[src/rtl/layer_sched_if.sv]
// Signal bundle around the layer scheduler. It carries the scan position from
// the timing driver, the address broadcast and the replies from the sprite
// sources, the composited pixel, the collision report, and the game-logic
// update handshake.
interface layer_sched_if #(
  parameter int NUM_LAYERS = 4,
  parameter int RGB_W      = 12,
  parameter int X_W        = 10,
  parameter int Y_W        = 10
);
  logic [X_W-1:0]              scan_x_i;
  logic [Y_W-1:0]              scan_y_i;
  logic                        scan_disp_i;
  logic [X_W-1:0]              lyr_x_o;
  logic [Y_W-1:0]              lyr_y_o;
  logic [NUM_LAYERS*RGB_W-1:0] lyr_rgb_i;
  logic [NUM_LAYERS-1:0]       lyr_alpha_i;
  logic [RGB_W-1:0]            pix_rgb_o;
  logic                        pix_valid_o;
  logic [NUM_LAYERS-1:0]       coll_o;
  logic                        frame_done_o;
  logic                        upd_req_o;
  logic                        upd_ack_i;
  logic                        overrun_o;

  // Scheduler side.
  modport master (
    input  scan_x_i, scan_y_i, scan_disp_i, lyr_rgb_i, lyr_alpha_i, upd_ack_i,
    output lyr_x_o, lyr_y_o, pix_rgb_o, pix_valid_o, coll_o, frame_done_o,
           upd_req_o, overrun_o
  );

  // Environment side: timing driver, sprite sources, pixel sink and game logic.
  modport slave (
    output scan_x_i, scan_y_i, scan_disp_i, lyr_rgb_i, lyr_alpha_i, upd_ack_i,
    input  lyr_x_o, lyr_y_o, pix_rgb_o, pix_valid_o, coll_o, frame_done_o,
           upd_req_o, overrun_o
  );
endinterface

[src/rtl/layer_sched.sv]
// Per-pixel layer scheduler and compositor on the VGA pixel clock.
// The scan address is broadcast to every sprite source. Each source answers
// one cycle later with a colour and an opaque flag. The lowest-index opaque
// layer wins the pixel. Overlaps with the player plane (layer 0) are collected
// into per-frame collision flags. After the last active line has been composed,
// the flags are reported and an update window is offered to the game logic.
// The window lasts until the game logic acknowledges it or the next frame
// starts.
module layer_sched #(
  parameter int               NUM_LAYERS = 4,
  parameter int               RGB_W      = 12,
  parameter int               X_W        = 10,
  parameter int               Y_W        = 10,
  parameter int               V_ACTIVE   = 480,
  parameter logic [RGB_W-1:0] BG_RGB     = '0
) (
  input  logic          clk_vga,
  input  logic          rst,
  layer_sched_if.master bus
);

  typedef enum logic [1:0] {SCAN, DRAIN, REPORT, WINDOW} state_t;

  state_t                state;
  logic                  drain_cnt;
  logic                  vld_p1;
  logic                  vld_p2;
  logic [RGB_W-1:0]      pix_rgb_p2;
  logic [NUM_LAYERS-1:0] acc;
  logic [NUM_LAYERS-1:0] hit;
  logic [NUM_LAYERS-1:0] coll_q;
  logic                  frame_done_q;
  logic                  upd_req_q;
  logic                  overrun_q;
  logic                  frame_end;
  logic                  disp_rise;

  // Lowest-index opaque layer wins; background shows through when none is opaque.
  function automatic logic [RGB_W-1:0] pick_rgb(
    input logic [NUM_LAYERS*RGB_W-1:0] rgb,
    input logic [NUM_LAYERS-1:0]       alpha
  );
    logic [RGB_W-1:0] sel;
    sel = BG_RGB;
    for (int k = NUM_LAYERS - 1; k >= 0; k--) begin
      if (alpha[k]) sel = rgb[k*RGB_W +: RGB_W];
    end
    return sel;
  endfunction

  // ---- stage p0: scan address goes straight out to the sprite sources ----
  assign bus.lyr_x_o = bus.scan_x_i;
  assign bus.lyr_y_o = bus.scan_y_i;

  // ---- stage p1: layer replies line up with the delayed display flag ----
  // The last active line ends when the display flag falls on it.
  assign frame_end = vld_p1 && !bus.scan_disp_i &&
                     (bus.scan_y_i == Y_W'(V_ACTIVE - 1));
  assign disp_rise = bus.scan_disp_i && !vld_p1;
  // Player plane overlapped by another opaque layer on an active pixel.
  assign hit = (vld_p1 && bus.lyr_alpha_i[0]) ?
               {bus.lyr_alpha_i[NUM_LAYERS-1:1], 1'b0} : '0;

  // Compose pipeline: delay the display flag, then register the winning colour.
  always_ff @(posedge clk_vga or posedge rst) begin
    if (rst) begin
      vld_p1     <= 1'b0;
      vld_p2     <= 1'b0;
      pix_rgb_p2 <= '0;
    end else begin
      vld_p1     <= bus.scan_disp_i;
      vld_p2     <= vld_p1;
      pix_rgb_p2 <= vld_p1 ? pick_rgb(bus.lyr_rgb_i, bus.lyr_alpha_i) : '0;
    end
  end

  // ---- stage p2: composited pixel out ----
  assign bus.pix_rgb_o   = pix_rgb_p2;
  assign bus.pix_valid_o = vld_p2;

  // Frame sequencer: collect collisions, drain, report, then run the update window.
  always_ff @(posedge clk_vga or posedge rst) begin
    if (rst) begin
      state        <= SCAN;
      drain_cnt    <= 1'b0;
      acc          <= '0;
      coll_q       <= '0;
      frame_done_q <= 1'b0;
      upd_req_q    <= 1'b0;
      overrun_q    <= 1'b0;
    end else begin
      frame_done_q <= 1'b0;
      acc          <= acc | hit;
      case (state)
        SCAN: begin
          if (frame_end) begin
            state     <= DRAIN;
            drain_cnt <= 1'b0;
          end
        end
        // Two cycles so the final pixel is composed and its collisions counted.
        DRAIN: begin
          drain_cnt <= 1'b1;
          if (drain_cnt) begin
            state        <= REPORT;
            frame_done_q <= 1'b1;
          end
        end
        REPORT: begin
          coll_q    <= acc;
          acc       <= '0;
          upd_req_q <= 1'b1;
          state     <= WINDOW;
        end
        // A late acknowledge on the very cycle video restarts still counts as on time.
        WINDOW: begin
          if (bus.upd_ack_i) begin
            upd_req_q <= 1'b0;
            state     <= SCAN;
          end else if (disp_rise) begin
            upd_req_q <= 1'b0;
            overrun_q <= 1'b1;
            state     <= SCAN;
          end
        end
        default: state <= SCAN;
      endcase
    end
  end

  assign bus.coll_o       = coll_q;
  assign bus.frame_done_o = frame_done_q;
  assign bus.upd_req_o    = upd_req_q;
  assign bus.overrun_o    = overrun_q;

endmodule

[src/flat_wrapper.sv]
// flat-port wrapper written by rule: the top's interface ports become plain ports
module layer_sched_flat 
#(
  parameter int               NUM_LAYERS = 4,
  parameter int               RGB_W      = 12,
  parameter int               X_W        = 10,
  parameter int               Y_W        = 10,
  parameter int               V_ACTIVE   = 480,
  parameter logic [RGB_W-1:0] BG_RGB     = '0
)
  (clk_vga, rst, bus_scan_x_i, bus_scan_y_i, bus_scan_disp_i, bus_lyr_rgb_i, bus_lyr_alpha_i, bus_upd_ack_i, bus_lyr_x_o, bus_lyr_y_o, bus_pix_rgb_o, bus_pix_valid_o, bus_coll_o, bus_frame_done_o, bus_upd_req_o, bus_overrun_o);
  layer_sched_if #(.NUM_LAYERS(NUM_LAYERS), .RGB_W(RGB_W), .X_W(X_W), .Y_W(Y_W)) bus_i ();
  input  logic clk_vga;
  input  logic rst;
  input wire logic [$bits(bus_i.scan_x_i)-1:0] bus_scan_x_i;
  input wire logic [$bits(bus_i.scan_y_i)-1:0] bus_scan_y_i;
  input wire logic [$bits(bus_i.scan_disp_i)-1:0] bus_scan_disp_i;
  input wire logic [$bits(bus_i.lyr_rgb_i)-1:0] bus_lyr_rgb_i;
  input wire logic [$bits(bus_i.lyr_alpha_i)-1:0] bus_lyr_alpha_i;
  input wire logic [$bits(bus_i.upd_ack_i)-1:0] bus_upd_ack_i;
  output wire logic [$bits(bus_i.lyr_x_o)-1:0] bus_lyr_x_o;
  output wire logic [$bits(bus_i.lyr_y_o)-1:0] bus_lyr_y_o;
  output wire logic [$bits(bus_i.pix_rgb_o)-1:0] bus_pix_rgb_o;
  output wire logic [$bits(bus_i.pix_valid_o)-1:0] bus_pix_valid_o;
  output wire logic [$bits(bus_i.coll_o)-1:0] bus_coll_o;
  output wire logic [$bits(bus_i.frame_done_o)-1:0] bus_frame_done_o;
  output wire logic [$bits(bus_i.upd_req_o)-1:0] bus_upd_req_o;
  output wire logic [$bits(bus_i.overrun_o)-1:0] bus_overrun_o;
  assign bus_i.scan_x_i = bus_scan_x_i;
  assign bus_i.scan_y_i = bus_scan_y_i;
  assign bus_i.scan_disp_i = bus_scan_disp_i;
  assign bus_i.lyr_rgb_i = bus_lyr_rgb_i;
  assign bus_i.lyr_alpha_i = bus_lyr_alpha_i;
  assign bus_i.upd_ack_i = bus_upd_ack_i;
  assign bus_lyr_x_o = bus_i.lyr_x_o;
  assign bus_lyr_y_o = bus_i.lyr_y_o;
  assign bus_pix_rgb_o = bus_i.pix_rgb_o;
  assign bus_pix_valid_o = bus_i.pix_valid_o;
  assign bus_coll_o = bus_i.coll_o;
  assign bus_frame_done_o = bus_i.frame_done_o;
  assign bus_upd_req_o = bus_i.upd_req_o;
  assign bus_overrun_o = bus_i.overrun_o;
  layer_sched #(.NUM_LAYERS(NUM_LAYERS), .RGB_W(RGB_W), .X_W(X_W), .Y_W(Y_W), .V_ACTIVE(V_ACTIVE), .BG_RGB(BG_RGB)) u_core (.clk_vga(clk_vga), .rst(rst), .bus(bus_i));
endmodule
[config.mk]
export PLATFORM = sky130hd
export DESIGN_NAME = layer_sched_flat
export DESIGN_NICKNAME = d
export VERILOG_FILES = /design/src/rtl/layer_sched_if.sv /design/src/rtl/layer_sched.sv /design/src/flat_wrapper.sv
export SDC_FILE = /design/constraint.sdc
export NUM_CORES = 1
export LEC_CHECK = 0
export ABC_AREA = 1
export BUFFER_PORTS_ARGS = -buffer_cell sky130_fd_sc_hd__clkbuf_2
export CAP_MARGIN = 20
export CORE_MARGIN = 2
export CORE_UTILIZATION = 41
export CTS_BUF_LIST = sky130_fd_sc_hd__clkbuf_8 sky130_fd_sc_hd__clkbuf_16
export DETAILED_ROUTE_END_ITERATION = 8
export GPL_ROUTABILITY_DRIVEN = 0
export GPL_TIMING_DRIVEN = 0
export PLACE_DENSITY = 0.89
export SYNTH_ARGS = -nofsm -noshare
export SYNTH_HDL_FRONTEND = slang
export SYNTH_SLANG_ARGS = --single-unit
[constraint.sdc]
create_clock -name clk_vga -period 1.7 [get_ports clk_vga]
set_clock_uncertainty 0.05 [all_clocks]
set_input_delay 0.085 -clock clk_vga [delete_from_list [all_inputs] [get_ports clk_vga]]
set_output_delay 0.085 -clock clk_vga [all_outputs]
set_load 0.02 [all_outputs]
Word-level counts from Yosys, hierarchy flattened
Index checks and enable logic that the tools add are counted.
{"block": "word_totals", "ff_bits": 28, "inputBits": 76, "out_inout_bits": 40}
{"block": "classes", "n_eq_ne": 7, "muxes": 19, "bitwise": 2, "n_reduce_logical": 13}
{"operator": "$mux W12", "n": 5}
{"operator": "$eq A10 B9 Y1 const B", "n": 1}
{"operator": "$mux W2", "n": 4}
{"operator": "$mux W4", "n": 2}
{"operator": "$pmux W2 S4", "n": 1}
{"operator": "$reduce_and A3 Y1", "n": 2}
{"operator": "$mux W1", "n": 5}
{"operator": "$eq A2 B2 Y1 const B", "n": 2}
{"operator": "$logic_and A1 B1 Y1", "n": 4}
{"operator": "$ne A2 B1 Y1 const B", "n": 2}
{"operator": "$or A4 B4 Y4", "n": 1}
{"operator": "$pmux W1 S2", "n": 2}
{"operator": "$reduce_and A2 Y1", "n": 2}
{"operator": "$reduce_bool A2 Y1", "n": 2}
{"operator": "$ne A3 B2 Y1 const B", "n": 1}
{"operator": "$eq A2 B1 Y1 const B", "n": 1}
{"operator": "$logic_not A1 Y1", "n": 2}
{"operator": "$logic_not A2 Y1", "n": 1}
{"operator": "$not A1 Y1", "n": 1}

Logic depth before layout (Yosys ltp)
{"block": "logic_depth", "depth_word": 5, "mapped_depth": 8, "ltp_nobuf": 8}

Worst setup path before layout
Ideal clock, no wire load.
{"block": "synth_timing", "path_type": "register to register", "startpoint": "register u_core.state[0]", "endpoint": "register u_core.state[0]", "setup_ns": 0.117, "t_arrival_ns": 1.071, "required_ns": 1.533, "setup_slack_ns": 0.462, "path_stages_with_launch": 8, "n_path_buf": 0, "synth_period_minus_slack_ns": 1.238, "cell_sequence": "dfrtp_1 -> ha_1 -> inv_1 -> nor2_1 -> a22oi_1 -> nand2_1 -> nand2_1 -> nand2_1"}
{"block": "synth_via", "elab_chain_cells": 3, "elab_cells_between_ends": 9, "cone_classes": "eq/ne (6); mux (1); reduce/logical (2)"}
{"element": "from (decl)", "line": "layer_sched.sv:24", "source": "state_t state;"}
{"element": "from (signal assigned)", "line": "layer_sched.sv:84", "source": "state <= SCAN;"}
{"element": "from (signal assigned)", "line": "layer_sched.sv:97", "source": "state <= DRAIN;"}
{"element": "from (signal assigned)", "line": "layer_sched.sv:105", "source": "state <= REPORT;"}
{"element": "$eq A2 B2 Y1 (tied with other cells)", "line": "layer_sched.sv:94", "source": "case (state)"}
{"element": "$ne A3 B2 Y1 (no source line) / $ne A2 B1 Y1 (equally long branches)"}
{"element": "$reduce_and A3 Y1 (no source line)"}
Several ways; a longest one is shown, not always the timed one.
A chain may end at the register's enable or synchronous reset.

Worst setup path after layout
Same ends and word-level chain as after synthesis.

==> results.cfg <==
[global_routing]
track_usage = 0.188
antenna_violations_before_repair = 0
grt-ovfl-total = 0
first_pass_grt_wire_length_um = 6400
first_global_vias = 1482
maximum_number_of_pins_on_one_net_before_global_route_repair = 27

[power]
sw_frac_of_total = 0.382
cellLeakagePower_nw = 1.29
power.density_nw_per_um2 = 923
net_switching_power_w = 0.000804
pwr-share-clk = 0.159
cellInternalPower_w = 0.00130
max-vdd-ir-drop_v = 0.000417
pwr-share-comb = 0.435
seq_power_share = 0.406

[clock_tree]
cts_resized = 0
clock_sinks = 26
clockRootBuffer = clkbuf_8
tritoncts.num_buffers = 3
ctsLongestPathBuffers = 2
cts_htree_levels = 1
cts_tree = done
worst_setup_hold_path_clk_slew_ps = 80
clk_latency_ps = 260

[floorplan]
die-height_um = 66.8
chipWidth_um = 66.8
initial_cell_density_of_the_core = 0.435
num_io_pins = 116
design.die.area_um2 = 4460
core_region_area_um2 = 3720
std_cell_rows = 22

[cells_and_area]
final_layout_size_suffix_gt1_frac = 0.520
area.sequential_um2 = 651
finalCoreUtilization = 0.613
synthToLayoutAreaGrowth_pct = 40.9
layout.nets = 388
commonest_cells_after_routing_fill_and_taps_aside = clkbuf_2 (104), nand2_1 (42), dfrtp_1 (26), buf_4 (23), a21oi_1 (19)
multiInputGateArea_um2 = 672
num_antenna_cells = 0
fill_cells = 338
layoutNonFillerInstCount = 354
layout_commonest_cell = clkbuf_2

[worst_setup_path]
worstPathBufferInverterCount = 1
worst_path_max_delay_cell = dfrtp_1
worstPathRequired_ps = 1810
cp_cell_sequence = ha_1 -> inv_1 -> nor2_1 -> a22oi_1 -> nand2_1 -> nand2_1 -> nand2_1
critical-path-max-stage-delay_ps = 430
cp_data_arrival_time_ps = 1480
cp-end-kind = flop
worst_setup_path_start_kind = flop
most_frequent_cell_on_the_critical_path = nand2_1
cp_top_family = flip-flops
critical_path_start_end_classification = flop to flop
critical_path.max_fanout = 4

[logic_synthesis]
synthCells = 195
synth_sequential_area_ratio = 0.402
synth_area_leader_cell = dfrtp_1
leading_post_synthesis_cells_by_cell_area = dfrtp_1 (40%), buf_4 (11%), nand2_1 (9.7%)
synth_area_um2 = 1620
count_of_distinct_cell_types_in_the_synthesized_netlist = 21
avgSynthCellArea_um2 = 8.30
synth_edf_count = 0
synth_async_sr_flop_share = 1.00
synth_top_cell_area_share = 0.402
ys_ff_latch = 26
synth_top_flop_cell = dfrtp_1
synth_nets = 275
ys_warn_count = 0

[drt]
drt_wl_total_um = 4100
remaining_drc_errors = 0
drt-pass1-iter-count = 4
detailroute.via_count = 1625
initialDrtViolationCount = 85
vias_per_cell = 4.59
drtAntennaViolNets = 0
routed_wire_length_per_instance_um = 11.6

[placement]
total_placed_cells_including_tap_cells = 347
post-dp-hpwl_um = 3430
io_buffer_count = 104

[sta]
setup_tns_ps = 0
final.period_utilization = 0.809
fmaxAchievable_mhz = 727
timing_max_transition_violations_final = 0
fin_hold_ws_ps = 13.8
slew_headroom = 0.383
period_minus_slack_ps = 1380
grt_setup_unrepaired = false
setup_viol_count_final = 0
worst_slew_pin_slew_ps = 924
hold_violations = 0

[outcome]
status = finished clean

[job]
max_cap_viol_count = 0

[worst_hold_path]
timing.hold.worst.class = input port to flop
==> final cells by class <==
type / instances / area share
clock buffers: 3 / 0.0181
well taps: 48 / 0.0263
flip-flops and latches: 26 / 0.285
plain buffers: 29 / 0.0982
multi-input cells: 121 / 0.295
repair buffers: 108 / 0.246
inverters: 19 / 0.0313
==> routing by layer <==
layer | vias up | global-route usage | wire length [µm]
met3 | 4 | 0.0270 | 225
met2 | 59 | 0.336 | 2210
met4 | 0 | 0.0587 | 39
met5 | - | 0 | 0
met1 | 727 | 0.232 | 1630
li1 | 835 | - | -
==> power by group through the flow <==
stage / clock network, W / logic, W / registers, W
global route: 0.000360 / 0.00103 / 0.000879
finish: 0.000334 / 0.000915 / 0.000855
detailed placement: 0 / 0.000911 / 0.000868
global placement: 0 / 0.000884 / 0.000860
floorplan: 0 / 0.000498 / 0.000972
CTS: 0.000335 / 0.000922 / 0.000855
==> cell usage after synthesis, drive strengths merged (4+ instances only) <==
| master | count |
|---|---|
| nand2 | 44 |
| buf | 28 |
| a21oi | 27 |
| dfrtp | 26 |
| inv | 19 |
| o21ai | 18 |
| nand3 | 8 |
| nor2 | 8 |
| o211ai | 8 |
| ha | 4 |
==> worst register-to-register path: stages (launching register included) <==
cell and delay (ps):
dfrtp_1 430, ha_1 210, inv_1 60, nor2_1 60, a22oi_1 230, nand2_1 120
nand2_1 70, nand2_1 50
==> sequential cells by signal, summed over array words and instances, names as in the netlist <==
signal and cells:
u_core.bus.coll_o 3, u_core.bus.upd_req_o 1, u_core.vld_p1 1, u_core.state 2, u_core.bus.pix_rgb_o 12, u_core.drain_cnt 1
u_core.bus.overrun_o 1, u_core.bus.pix_valid_o 1, u_core.acc 3, u_core.bus.frame_done_o 1
==> per-stage QoR <==
stage | area (µm²) | total power [W] | setup WS, ps
detailed placement | 2200 | 0.00178 | 347
floorplan | 1620 | 0.00147 | 462
global placement | 2200 | 0.00174 | 375
global route | 2280 | 0.00227 | 145
finish | 2280 | 0.00210 | 324
CTS | 2280 | 0.00211 | 334
==> path summary, 6_finish.rpt <==
kind	startpoint	end	slack, ps	depth (start not counted)
hold / removal	bus_lyr_rgb_i[1]	u_core.bus.pix_rgb_o[1]	10	3
setup reg to reg	u_core.state[0]	u_core.state[0]	320	7
setup / recovery	u_core.state[0]	u_core.state[0]	320	7
max in group asynchronous	rst	u_core.acc[1]	530	3
hold reg to reg	u_core.vld_p1	u_core.bus.pix_valid_o	400	0
min in group asynchronous	rst	u_core.bus.pix_rgb_o[0]	500	3
==> kinds of logic after synthesis <==
logic type | count (synthesis) | synth area share
buffers and inverters | 48 | 0.183
adder cells (fa/ha/maj) | 4 | 0.0309
flip-flops | 26 | 0.402
other | 1 | 0.00232
AND/OR/NAND/NOR | 61 | 0.152
AO/OA/AOI/OAI | 55 | 0.230
==> what timing repair did <==
item	in CTS	in global routing
hold buffers	4	0
endpoints found under the hold margin	29	0
setup endpoints to repair	0	0
buffers inserted	0	0
(Power assumes the default switching activity.)
